[src/rtl/lfsr_step_ctrl_if.sv]
// Command/response bundle for lfsr_step_ctrl.
//   cmd_*  : job request (seed, step budget, optional stop value) with valid/ready.
//   rsp_*  : job result (final count, steps taken, end reason) with valid/ready.
// The master modport belongs to the host/CSR agent; the slave modport belongs to the sequencer.
interface lfsr_step_ctrl_if #(
    parameter int WIDTH  = 8,
    parameter int STEP_W = 8
);
    logic              cmd_valid;
    logic              cmd_ready;
    logic [WIDTH-1:0]  cmd_seed;
    logic [STEP_W-1:0] cmd_steps;
    logic              cmd_match_en;
    logic [WIDTH-1:0]  cmd_target;

    logic              rsp_valid;
    logic              rsp_ready;
    logic [WIDTH-1:0]  rsp_count;
    logic [STEP_W-1:0] rsp_steps;
    logic              rsp_hit;
    logic              rsp_aborted;

    modport master (
        output cmd_valid, cmd_seed, cmd_steps, cmd_match_en, cmd_target,
        input  cmd_ready,
        input  rsp_valid, rsp_count, rsp_steps, rsp_hit, rsp_aborted,
        output rsp_ready
    );

    modport slave (
        input  cmd_valid, cmd_seed, cmd_steps, cmd_match_en, cmd_target,
        output cmd_ready,
        output rsp_valid, rsp_count, rsp_steps, rsp_hit, rsp_aborted,
        input  rsp_ready
    );
endinterface

[src/rtl/lfsr_step_ctrl.sv]
// lfsr_step_ctrl: command-driven sequencer for one count_load LFSR instance.
// A job loads a seed, then advances the LFSR until the step budget is spent,
// the (optional) target value is seen, or abort is raised. The final count,
// steps taken and end reason are returned on the response channel.
// Ports:
//   clk, rst_n   : clock (rising edge) and synchronous active-low reset
//   bus          : cmd/rsp valid-ready bundle (slave side)
//   abort        : terminates the job in LOAD or RUN; ignored elsewhere
//   lfsr_load_n  : to count_load.load_n (low only in LOAD)
//   lfsr_cen     : to count_load.cen (high only on RUN advance cycles)
//   lfsr_data    : to count_load.data (seed in LOAD, zero otherwise)
//   lfsr_count   : from count_load.count
module lfsr_step_ctrl #(
    parameter int WIDTH  = 8,
    parameter int STEP_W = 8
) (
    input  logic             clk,
    input  logic             rst_n,
    lfsr_step_ctrl_if.slave  bus,
    input  logic             abort,
    output logic             lfsr_load_n,
    output logic             lfsr_cen,
    output logic [WIDTH-1:0] lfsr_data,
    input  logic [WIDTH-1:0] lfsr_count
);

    typedef enum logic [1:0] {
        ST_IDLE = 2'd0,
        ST_LOAD = 2'd1,
        ST_RUN  = 2'd2,
        ST_DONE = 2'd3
    } state_t;

    state_t            state_q, state_d;
    logic [WIDTH-1:0]  seed_q, seed_d;
    logic [WIDTH-1:0]  target_q, target_d;
    logic              match_en_q, match_en_d;
    logic [STEP_W-1:0] remaining_q, remaining_d;
    logic [STEP_W-1:0] steps_q, steps_d;
    logic [WIDTH-1:0]  rsp_count_q, rsp_count_d;
    logic [STEP_W-1:0] rsp_steps_q, rsp_steps_d;
    logic              rsp_hit_q, rsp_hit_d;
    logic              rsp_aborted_q, rsp_aborted_d;
    logic              run_adv;

    always_comb begin
        state_d       = state_q;
        seed_d        = seed_q;
        target_d      = target_q;
        match_en_d    = match_en_q;
        remaining_d   = remaining_q;
        steps_d       = steps_q;
        rsp_count_d   = rsp_count_q;
        rsp_steps_d   = rsp_steps_q;
        rsp_hit_d     = rsp_hit_q;
        rsp_aborted_d = rsp_aborted_q;
        run_adv       = 1'b0;

        case (state_q)
            ST_IDLE: begin
                if (bus.cmd_valid) begin
                    seed_d      = bus.cmd_seed;
                    target_d    = bus.cmd_target;
                    match_en_d  = bus.cmd_match_en;
                    remaining_d = bus.cmd_steps;
                    steps_d     = '0;
                    state_d     = ST_LOAD;
                end
            end
            ST_LOAD: begin
                // An abort here reports whatever count_load held before the seed load.
                if (abort) begin
                    rsp_count_d   = lfsr_count;
                    rsp_steps_d   = '0;
                    rsp_hit_d     = 1'b0;
                    rsp_aborted_d = 1'b1;
                    state_d       = ST_DONE;
                end else begin
                    state_d = ST_RUN;
                end
            end
            ST_RUN: begin
                // lfsr_count already reflects every advance issued so far, so the
                // match test on the first RUN cycle compares against the seed itself.
                if (abort || (match_en_q && (lfsr_count == target_q)) ||
                    (remaining_q == '0)) begin
                    rsp_count_d   = lfsr_count;
                    rsp_steps_d   = steps_q;
                    rsp_aborted_d = abort;
                    rsp_hit_d     = !abort && match_en_q && (lfsr_count == target_q);
                    state_d       = ST_DONE;
                end else begin
                    run_adv     = 1'b1;
                    remaining_d = remaining_q - STEP_W'(1);
                    steps_d     = steps_q + STEP_W'(1);
                end
            end
            ST_DONE: begin
                if (bus.rsp_ready) begin
                    state_d = ST_IDLE;
                end
            end
            default: state_d = ST_IDLE;
        endcase
    end

    always_ff @(posedge clk) begin
        if (!rst_n) begin
            state_q       <= ST_IDLE;
            rsp_count_q   <= '0;
            rsp_steps_q   <= '0;
            rsp_hit_q     <= 1'b0;
            rsp_aborted_q <= 1'b0;
        end else begin
            state_q       <= state_d;
            rsp_count_q   <= rsp_count_d;
            rsp_steps_q   <= rsp_steps_d;
            rsp_hit_q     <= rsp_hit_d;
            rsp_aborted_q <= rsp_aborted_d;
        end
    end

    // Job fields are always rewritten at acceptance before use, so they need no reset.
    always_ff @(posedge clk) begin
        seed_q      <= seed_d;
        target_q    <= target_d;
        match_en_q  <= match_en_d;
        remaining_q <= remaining_d;
        steps_q     <= steps_d;
    end

    // Strobes to count_load are gated by rst_n so nothing is loaded or advanced while in reset.
    assign bus.cmd_ready   = rst_n && (state_q == ST_IDLE);
    assign bus.rsp_valid   = (state_q == ST_DONE);
    assign bus.rsp_count   = rsp_count_q;
    assign bus.rsp_steps   = rsp_steps_q;
    assign bus.rsp_hit     = rsp_hit_q;
    assign bus.rsp_aborted = rsp_aborted_q;
    assign lfsr_load_n     = !(rst_n && (state_q == ST_LOAD));
    assign lfsr_cen        = rst_n && run_adv;
    assign lfsr_data       = (state_q == ST_LOAD) ? seed_q : '0;

endmodule
[src/flat_wrapper.sv]
// flat-port wrapper written by rule: the top's interface ports become plain ports
module lfsr_step_ctrl_flat 
#(
    parameter int WIDTH  = 8,
    parameter int STEP_W = 8
)
  (clk, rst_n, abort, lfsr_load_n, lfsr_cen, lfsr_data, lfsr_count, bus_cmd_valid, bus_cmd_seed, bus_cmd_steps, bus_cmd_match_en, bus_cmd_target, bus_cmd_ready, bus_rsp_valid, bus_rsp_count, bus_rsp_steps, bus_rsp_hit, bus_rsp_aborted, bus_rsp_ready);
  lfsr_step_ctrl_if #(.WIDTH(WIDTH), .STEP_W(STEP_W)) bus_i ();
  input  logic clk;
  input  logic rst_n;
  input  logic abort;
  output logic lfsr_load_n;
  output logic lfsr_cen;
  output logic [WIDTH-1:0] lfsr_data;
  input  logic [WIDTH-1:0] lfsr_count;
  input wire logic [$bits(bus_i.cmd_valid)-1:0] bus_cmd_valid;
  input wire logic [$bits(bus_i.cmd_seed)-1:0] bus_cmd_seed;
  input wire logic [$bits(bus_i.cmd_steps)-1:0] bus_cmd_steps;
  input wire logic [$bits(bus_i.cmd_match_en)-1:0] bus_cmd_match_en;
  input wire logic [$bits(bus_i.cmd_target)-1:0] bus_cmd_target;
  output wire logic [$bits(bus_i.cmd_ready)-1:0] bus_cmd_ready;
  output wire logic [$bits(bus_i.rsp_valid)-1:0] bus_rsp_valid;
  output wire logic [$bits(bus_i.rsp_count)-1:0] bus_rsp_count;
  output wire logic [$bits(bus_i.rsp_steps)-1:0] bus_rsp_steps;
  output wire logic [$bits(bus_i.rsp_hit)-1:0] bus_rsp_hit;
  output wire logic [$bits(bus_i.rsp_aborted)-1:0] bus_rsp_aborted;
  input wire logic [$bits(bus_i.rsp_ready)-1:0] bus_rsp_ready;
  assign bus_i.cmd_valid = bus_cmd_valid;
  assign bus_i.cmd_seed = bus_cmd_seed;
  assign bus_i.cmd_steps = bus_cmd_steps;
  assign bus_i.cmd_match_en = bus_cmd_match_en;
  assign bus_i.cmd_target = bus_cmd_target;
  assign bus_cmd_ready = bus_i.cmd_ready;
  assign bus_rsp_valid = bus_i.rsp_valid;
  assign bus_rsp_count = bus_i.rsp_count;
  assign bus_rsp_steps = bus_i.rsp_steps;
  assign bus_rsp_hit = bus_i.rsp_hit;
  assign bus_rsp_aborted = bus_i.rsp_aborted;
  assign bus_i.rsp_ready = bus_rsp_ready;
  lfsr_step_ctrl #(.WIDTH(WIDTH), .STEP_W(STEP_W)) u_core (.clk(clk), .rst_n(rst_n), .bus(bus_i), .abort(abort), .lfsr_load_n(lfsr_load_n), .lfsr_cen(lfsr_cen), .lfsr_data(lfsr_data), .lfsr_count(lfsr_count));
endmodule
[config.mk]
export PLATFORM = sky130hd
export DESIGN_NAME = lfsr_step_ctrl_flat
export DESIGN_NICKNAME = d
export VERILOG_FILES = /design/src/rtl/lfsr_step_ctrl_if.sv /design/src/rtl/lfsr_step_ctrl.sv /design/src/flat_wrapper.sv
export SDC_FILE = /design/constraint.sdc
export NUM_CORES = 1
export LEC_CHECK = 0
export CAP_MARGIN = 20
export CORE_UTILIZATION = 51
export CTS_CLUSTER_SIZE = 28
export DETAILED_ROUTE_END_ITERATION = 8
export PLACE_DENSITY_LB_ADDON = 0.08
export SETUP_SLACK_MARGIN = 0.15
export SYNTH_ARGS = -nofsm -noshare
export SYNTH_HDL_FRONTEND = slang
export SYNTH_SLANG_ARGS = --single-unit
export TNS_END_PERCENT = 30
[constraint.sdc]
create_clock -name clk -period 7.95 [get_ports clk]
set_input_delay 1.59 -clock clk [delete_from_list [all_inputs] [get_ports clk]]
set_output_delay 1.59 -clock clk [all_outputs]
set_load 0.01 [all_outputs]
==> run_results.csv, run 1 <==
group,metric,value,unit
timing,whs,0.4603,ns
detailed_routing,wl_per_cell,12.91,um
placement,place.gp.congestion,0.7573,
detailed_routing,ant_nets,0,
power_and_ir_drop,vdd_drop_max,0.1532,mV
logic_synthesis,netlist_top_cells_area,"edfxtp_1, dfxtp_1, mux2i_1",
detailed_routing,vias_per_cell,5.224,
timing,rsz0062_at_grt,"false",
timing,fin_crit_sh,63.34,%
worst_hold_path,min_path_type,"flip-flop to flip-flop",
detailed_routing,num_vias,1792,
timing,fmax,0.1986,GHz
placement,io_buffers,67,
timing,tightest_slew,0.9081,ns
die,core_area,4504,um2
detailed_routing,dr.pass1.iters,4,
setup_path,cpMaxStageDelayCell,"clkdlybuf4s50_1",
layout,area_growth,31.88,%
clocking,ctsRootBufferMaster,"clkbuf_8",
die,die_x,71.58,um
layout,mostFrequentLayoutCell,"clkdlybuf4s50_1",
logic_synthesis,synth_edf_count,33,
logic_synthesis,synthFlopType,"edfxtp_1",
setup_path,cp.arrival,3.45,ns
placement,place_area,3171,um2
placement,hpwl,3.220,mm
clocking,htree_levels,2,
clocking,clk_latency,0.30,ns
timing,timing.final.crit_period,5.035,ns
setup_path,critPathRequiredTime,6.36,ns
die,start_util,54.81,%
layout,drive_above_1_share,5.498,%
logic_synthesis,async_flop_share,0,%
global_routing,track_usage,18.70,%
setup_path,end_kind,"output port",
clocking,cts_inserted_buffers,5,
logic_synthesis,ys_seq_area_share,56.36,%
power_and_ir_drop,total_power,922.4,uW
global_routing,grt_pass1_wl,7.527,mm
clocking,ctsResizeCount,0,
die,die-area,5123,um2
detailed_routing,wl,4.428,mm
clocking,cts_setup_buffers,0,
logic_synthesis,yosys.area.top_type,"edfxtp_1",
setup_path,cp.buffers_inverters,2,
setup_path,cp_top_family,"buffers and inverters",
setup_path,critPathLaunchType,"input port",
clocking,hold_buffers,0,
detailed_routing,drc,0,
status,outcome,"finished, final reports clean",
detailed_routing,first_iter_violations,69,
setup_path,crit_chain,"clkdlybuf4s50_1, xnor2_1, and4_1, a31oi_4, and2_1, clkdlybuf4s50_1",
timing,finalSetupViolCount,0,
global_routing,grt_pass1_vias,1704,
power_and_ir_drop,power-per-cell-area,283.3,nW/um2
timing,drv_slew,0,
logic_synthesis,synth_nets,268,
setup_path,criticalPathCategory,"input port to output port",
global_routing,grt_max_degree,42,
logic_synthesis,synth_cell_type_count,34,
die,rows,24,
layout,final_cell_mix,"clkdlybuf4s50_1, nand2_1, edfxtp_1",
setup_path,crit_fanout,9,
logic_synthesis,syn_area_per_cell,11.07,um2
clocking,clock_sinks,53,
logic_synthesis,yosysTopAreaCellShare,40.14,%
timing,skew,0.007134,ns
logic_synthesis,ys_seq_elements,53,
global_routing,overflow,0,
layout,design_area,3256,um2
logic_synthesis,netlist_area,2469,um2
job,drv_cap,0,
clocking,clock_path_buffers,2,
die,die_y,71.58,um
clocking,path_clk_slew,0.09,ns
layout,fin_nets,335,
logic_synthesis,yosysWarnings,0,
power_and_ir_drop,p_leak,0.001240,uW
clocking,cts_tree,"done",
logic_synthesis,syn_inst,223,
die,ios,68,
layout,antenna_cells,0,
timing,hold_viol,0,
timing,setup_tns,0,ns
timing,relSlewSlack,39.46,%
setup_path,crit_top_cell,"clkdlybuf4s50_1",
global_routing,antenna_found_initial,0,
setup_path,slowest_delay,0.54,ns
-- Yosys cell counts (2+ instances only) --
cell type  number
ha_1            7
and2_1         11
clkbuf_1        8
o21ai_1         3
nand2_1        33
o211ai_1        2
dfxtp_1        20
mux2i_1        17
xnor2_1         8
xor2_1         12
nor3_1          2
o21ai_0         2
nand3_1        12
edfxtp_1       33
nor2_1         20
inv_1           7
a21oi_1         8
or2_1           2
-- final timing paths --
| kind | to | slack, ns | depth (start not counted) | start |
|---|---|---|---|---|
| min reg2reg | u_core.bus.rsp_hit | 0.46 | 2 | u_core.bus.rsp_hit |
| max | lfsr_cen | 2.91 | 6 | lfsr_count[0] |
| max reg2reg | u_core.bus.rsp_steps[7] | 4.71 | 7 | u_core.state_q[0] |
| min | u_core.bus.rsp_hit | 0.46 | 2 | u_core.bus.rsp_hit |
-- tightest hold or removal path: cells and delay by family, from the launching register on --
family          cells  cell delay (ns)
flops               1             0.32
simple gates        1             0.06
compound gates      1             0.05
-- logic make-up (layout without fill, tap and decap cells) --
group           after synthesis  in the layout  share of synthesized area (%)
simple gates                 86             86                          16.32
xor+xnor                     20             20                          7.096
fa+ha+maj                     7              7                          3.548
buf+inv                      18             86                          3.497
mux                          18             18                          7.349
flops                        53             53                          56.36
compound gates               21             21                          5.829
-- stage by stage --
stage	util [%]	std cells	worst slack [ns]
after floorplan	-	223	3.993
after global placement	70.39	335	2.968
after detailed placement	70.39	335	2.922
after CTS	72.28	343	2.908
after global routing	72.28	343	2.834
final	72.28	343	2.915
-- flip-flops by register name, summed over array words and instances, names as in the netlist --
name	cells
u_core.target_q	8
u_core.bus.rsp_hit	1
u_core.seed_q	8
u_core.bus.rsp_steps	8
u_core.bus.rsp_aborted	1
u_core.bus.rsp_count	8
u_core.steps_q	8
u_core.state_q	2
u_core.remaining_q	8
u_core.match_en_q	1
-- per-layer routing --
layer	GRT usage, %	vias up	share of wire, %
li1	-	899	-
met1	22.87	830	44
met2	33.02	59	49
met3	5.485	4	6.6
met4	3.922	0	0.61
met5	0	-	0
-- power breakdown --
| part | switching (uW) | total, uW | leakage, uW | internal [uW] |
|---|---|---|---|---|
| Clock | 86.7 | 148 | 0.0000482 | 61.2 |
| Combinational | 173 | 333 | 0.000711 | 160 |
| Sequential | 52.6 | 441 | 0.000481 | 389 |
-- layout make-up --
class                           count  area (um2)
Sequential cell                    53        1391
Tap cell                           52       65.06
Multi-Input combinational cell    152       991.0
Clock buffer                        5       68.82
Timing Repair Buffer               70       693.2
Inverter                            8       30.03
Fill cell                         359        1249
Clock inverter                      3       16.27
Note: power is estimated with default switching activity, not from simulation.
==> inputs of run 2 (changes only) <==
--- a/config.mk
+++ b/config.mk
@@ -6,7 +6,7 @@
 export NUM_CORES = 1
 export LEC_CHECK = 0
 export CAP_MARGIN = 20
-export CORE_UTILIZATION = 51
+export CORE_UTILIZATION = 43
 export CTS_CLUSTER_SIZE = 28
 export DETAILED_ROUTE_END_ITERATION = 8
 export PLACE_DENSITY_LB_ADDON = 0.08
==> constraint.sdc (replaced) <==
create_clock -name clk -period 4.4 [get_ports clk]
set_input_delay 0.88 -clock clk [delete_from_list [all_inputs] [get_ports clk]]
set_output_delay 0.88 -clock clk [all_outputs]
set_load 0.01 [all_outputs]
==> run_results.csv, run 2 (same netlist as run 1, synthesis figures left out) <==
group,metric,value,unit
detailed_routing,wl,4.615,mm
timing,drv_slew,0,
timing,setup_tns,0,ns
layout,drive_above_1_share,5.822,%
detailed_routing,ant_nets,0,
detailed_routing,drc,0,
layout,antenna_cells,0,
setup_path,critPathLaunchType,"input port",
die,rows,27,
setup_path,crit_fanout,9,
worst_hold_path,min_path_type,"flip-flop to flip-flop",
detailed_routing,m1WireLength,2.123,mm
timing,tightest_slew,0.8873,ns
detailed_routing,num_vias,1761,
placement,hpwl,3.290,mm
global_routing,antenna_found_initial,0,
detailed_routing,met2_length,2.248,mm
die,die-area,6048,um2
layout,area_growth,33.20,%
timing,hold_viol,0,
power_and_ir_drop,total_power,1668,uW
placement,place.gp.congestion,0.7208,
die,core_area,5507,um2
detailed_routing,vias_per_cell,4.838,
layout,fin_util,59.71,%
timing,skew,0.009583,ns
clocking,path_clk_slew,0.08,ns
timing,finalSetupViolCount,0,
setup_path,critPathRequiredTime,3.52,ns
die,start_util,44.83,%
clocking,ctsRootBufferMaster,"clkbuf_8",
clocking,cts_inserted_buffers,5,
global_routing,overflow,0,
clocking,htree_levels,2,
layout,fin_nets,336,
global_routing,grt_max_degree,34,
timing,fmax,0.2767,GHz
global_routing,grt_pass1_wl,7.886,mm
timing,relSlewSlack,40.85,%
placement,io_buffers,67,
clocking,clock_sinks,53,
die,ios,68,
setup_path,criticalPathCategory,"input port to output port",
clocking,cts_tree,"done",
clocking,cts_setup_buffers,0,
power_and_ir_drop,power-per-cell-area,507.3,nW/um2
layout,design_area,3288,um2
die,die_x,77.77,um
detailed_routing,top_layer,"met4",
die,die_y,77.77,um
clocking,hold_buffers,0,
placement,dp_cells,356,
detailed_routing,first_iter_violations,38,
job,drv_cap,0,
setup_path,cp.arrival,2.73,ns
detailed_routing,wl_per_cell,12.68,um
power_and_ir_drop,p_leak,0.001245,uW
global_routing,track_usage,16.74,%
power_and_ir_drop,vdd_drop_max,0.2515,mV
layout,final_cell_mix,"clkdlybuf4s50_1, nand2_1, edfxtp_1",
layout,mostFrequentLayoutCell,"clkdlybuf4s50_1",
clocking,ctsResizeCount,0,
placement,place_area,3203,um2
timing,fin_crit_sh,82.12,%
detailed_routing,dr.pass1.iters,4,
layout,final_cells,364,
detailed_routing,route.met3.wl,163,um
timing,rsz0062_at_grt,"false",
global_routing,grt_pass1_vias,1759,
setup_path,end_kind,"output port",
timing,timing.final.crit_period,3.613,ns
status,outcome,"finished, final reports clean",
clocking,clock_path_buffers,2,
clocking,clk_latency,0.30,ns
run 2: critical path, stage by stage:
cell,delay (ns)
clkdlybuf4s50_1,0.45
xnor2_1,0.14
and4_1,0.24
a31oi_4,0.30
and2_1,0.19
clkdlybuf4s50_1,0.53
run 2: routing by layer:
layer / up-vias / GRT usage (%)
li1: 900 / -
met5: - / 0
met1: 813 / 20.86
met3: 7 / 3.059
met4: 0 / 7.358
met2: 41 / 28.23
run 2: cell type report:
class | instances | area, um2
repair buffers | 71 | 700.7
fillers | 482 | 2218
clock inverters | 3 | 16.27
multi-input cells | 152 | 991.0
clock buffers | 5 | 68.82
inverters | 8 | 30.03
well taps | 72 | 90.09
flip-flops and latches | 53 | 1391
run 2: through the flow:
step	worst slack (ns)	hold WS (ns)
final	0.7865	0.4623
after global routing	0.6986	0.4906
after CTS	0.7639	0.4666
after detailed placement	0.7767	0.4521
after global placement	0.8193	0.4417
after floorplan	1.650	0.4726
run 2: worst paths after layout:
kind / endpoint / startpoint / slack [ns] / cells after the start
setup / recovery: lfsr_cen / lfsr_count[1] / 0.79 / 6
hold / removal: u_core.bus.rsp_hit / u_core.bus.rsp_hit / 0.46 / 2
setup reg to reg: u_core.bus.rsp_steps[0] / u_core.state_q[0] / 1.86 / 7
hold reg to reg: u_core.bus.rsp_hit / u_core.bus.rsp_hit / 0.46 / 2
run 2: power by group:
part / switching, uW / total, uW / internal, uW
clock network: 154 / 265 / 111
logic: 314 / 605 / 291
registers: 95.6 / 798 / 702
total: 564 / 1670 / 1100
==> inputs of run 3 (changes only) <==
==> constraint.sdc (replaced) <==
create_clock -name clk -period 3 [get_ports clk]
set_input_delay 0.6 -clock clk [delete_from_list [all_inputs] [get_ports clk]]
set_output_delay 0.6 -clock clk [all_outputs]
set_load 0.01 [all_outputs]
==> run_results.csv, run 3 (same netlist as run 1, synthesis figures left out) <==
group,metric,value,unit
die,ios,68,
worst_hold_path,worstHoldStart,"u_core.bus.rsp_count[6]",
layout,final_cells,369,
detailed_routing,wl_per_cell,12.80,um
setup_path,r2r_slack,0.88,ns
setup_path,critPathRequiredTime,2.40,ns
setup_path,cp.arrival,2.11,ns
detailed_routing,wl,4.724,mm
clocking,htree_levels,2,
die,core_area,5507,um2
global_routing,track_usage,17.08,%
die,start_util,44.83,%
detailed_routing,dr.pass1.iters,4,
placement,place.gp.congestion,0.7658,
clocking,ctsResizeCount,1,
global_routing,overflow,0,
layout,nFillCells,471,
detailed_routing,first_iter_violations,63,
layout,final_cell_mix,"clkdlybuf4s50_1, nand2_1, edfxtp_1",
timing,hold_viol,0,
timing,relSlewSlack,72.30,%
worst_hold_path,min_path_type,"flip-flop to flip-flop",
timing,timing.final.crit_period,2.711,ns
job,drv_cap,0,
global_routing,grt_pass1_wl,8.031,mm
timing,finalSetupViolCount,0,
timing,fin_crit_sh,90.38,%
power_and_ir_drop,p_leak,0.001272,uW
layout,area_growth,34.67,%
worst_hold_path,min_to,"u_core.bus.rsp_count[6]",
setup_path,r2r_start,"u_core.state_q[0]",
placement,hpwl,3.454,mm
timing,setup_tns,0,ns
detailed_routing,num_vias,1791,
die,die_y,77.77,um
global_routing,grt_util_met2,27.96,%
timing,drv_slew,0,
detailed_routing,drc,0,
clocking,ctsRootBufferMaster,"clkbuf_8",
placement,dp_cells,361,
timing,tightest_slew,0.4123,ns
global_routing,grt_pass1_vias,1801,
clocking,hold_buffers,0,
global_routing,grt_util_met1,22.46,%
clocking,clock_path_buffers,2,
global_routing,grt-busiest-layer,"met2",
global_routing,met3_usage,3.882,%
clocking,cts_tree,"done",
setup_path,r2r_cells,9,
layout,drive_above_1_share,7.071,%
detailed_routing,ant_nets,0,
setup_path,reg2reg_to,"u_core.remaining_q[1]",
worst_hold_path,whs_path_depth,2,
clocking,path_clk_slew,0.10,ns
timing,fmax,0.3688,GHz
setup_path,criticalPathCategory,"input port to output port",
setup_path,end_kind,"output port",
detailed_routing,vias_per_cell,4.854,
setup_path,crit_fanout,2,
status,outcome,"finished, final reports clean",
die,die_x,77.77,um
placement,io_buffers,67,
layout,mostFrequentLayoutCell,"clkdlybuf4s50_1",
clocking,cts_setup_buffers,0,
clocking,cts_inserted_buffers,5,
global_routing,antenna_found_initial,0,
layout,antenna_cells,0,
clocking,clock_sinks,53,
timing,whs,0.4610,ns
setup_path,critPathLaunchType,"input port",
timing,rsz0062_at_grt,"false",
power_and_ir_drop,power-per-cell-area,745.8,nW/um2
layout,fin_nets,341,
clocking,clk_latency,0.31,ns
power_and_ir_drop,vdd_drop_max,0.3507,mV
timing,skew,0.01228,ns
global_routing,grt_max_degree,32,
setup_path,crit_start,"lfsr_count[1]",
die,rows,27,
die,die-area,6048,um2
run 3: cell count changes in the layout (fill, tap and decap cells not counted), sizes merged:
cell / delta
clkdlybuf4s50: -1
clkbuf: +1
dlygate4sd2: +1
inv: +1
buf: +5
clkinv: -2
run 3: final cells by class:
class,instances,area [um2],area share (%)
Multi-Input combinational cell,152,991.0,29.81
Tap cell,72,90.09,2.710
Inverter,8,30.03,0.9033
Clock inverter,2,12.51,0.3764
Timing Repair Buffer,76,737.0,22.17
Sequential cell,53,1391,41.85
Clock buffer,6,72.57,2.183
run 3: power breakdown:
part / internal, uW / switching (uW) / leakage, uW / total, uW
Sequential: 1030 / 142 / 0.000481 / 1170
Clock: 166 / 238 / 0.0000461 / 405
Combinational: 438 / 464 / 0.000745 / 902
run 3: critical path: stages:
cell             delay, ns
clkdlybuf4s50_1       0.44
xnor2_1               0.20
and4_1                0.31
a31oi_4               0.11
and2_1                0.17
dlygate4sd2_1         0.28
run 3: how the worst max path moves through the flow:
| stage | cells past startpoint | slack [ns] | to |
|---|---|---|---|
| after global routing | 6 | 0.25 | lfsr_cen |
| final | 6 | 0.29 | lfsr_cen |
| after floorplan | 7 | 0.41 | u_core.remaining_q[0] |
| after CTS | 6 | 0.30 | lfsr_cen |
| after global placement | 6 | 0.11 | lfsr_cen |
| after detailed placement | 6 | 0.1 | lfsr_cen |
run 3: routing by layer:
layer	routed length (um)	part of all wire [%]
met1	2210	47
met2	2256	48
met4	57	1.2
met3	199	4.2
met5	0	0
run 3: stage by stage:
step,setup slack [ns],utilization (%),instance area [um2],total power [uW]
after global routing,0.2469,60.37,3324,2653
after detailed placement,0.09609,58.85,3241,2107
after global placement,0.1052,58.85,3241,2097
after floorplan,0.4137,-,2469,1754
final,0.2887,60.37,3324,2479
after CTS,0.2963,60.37,3324,2510
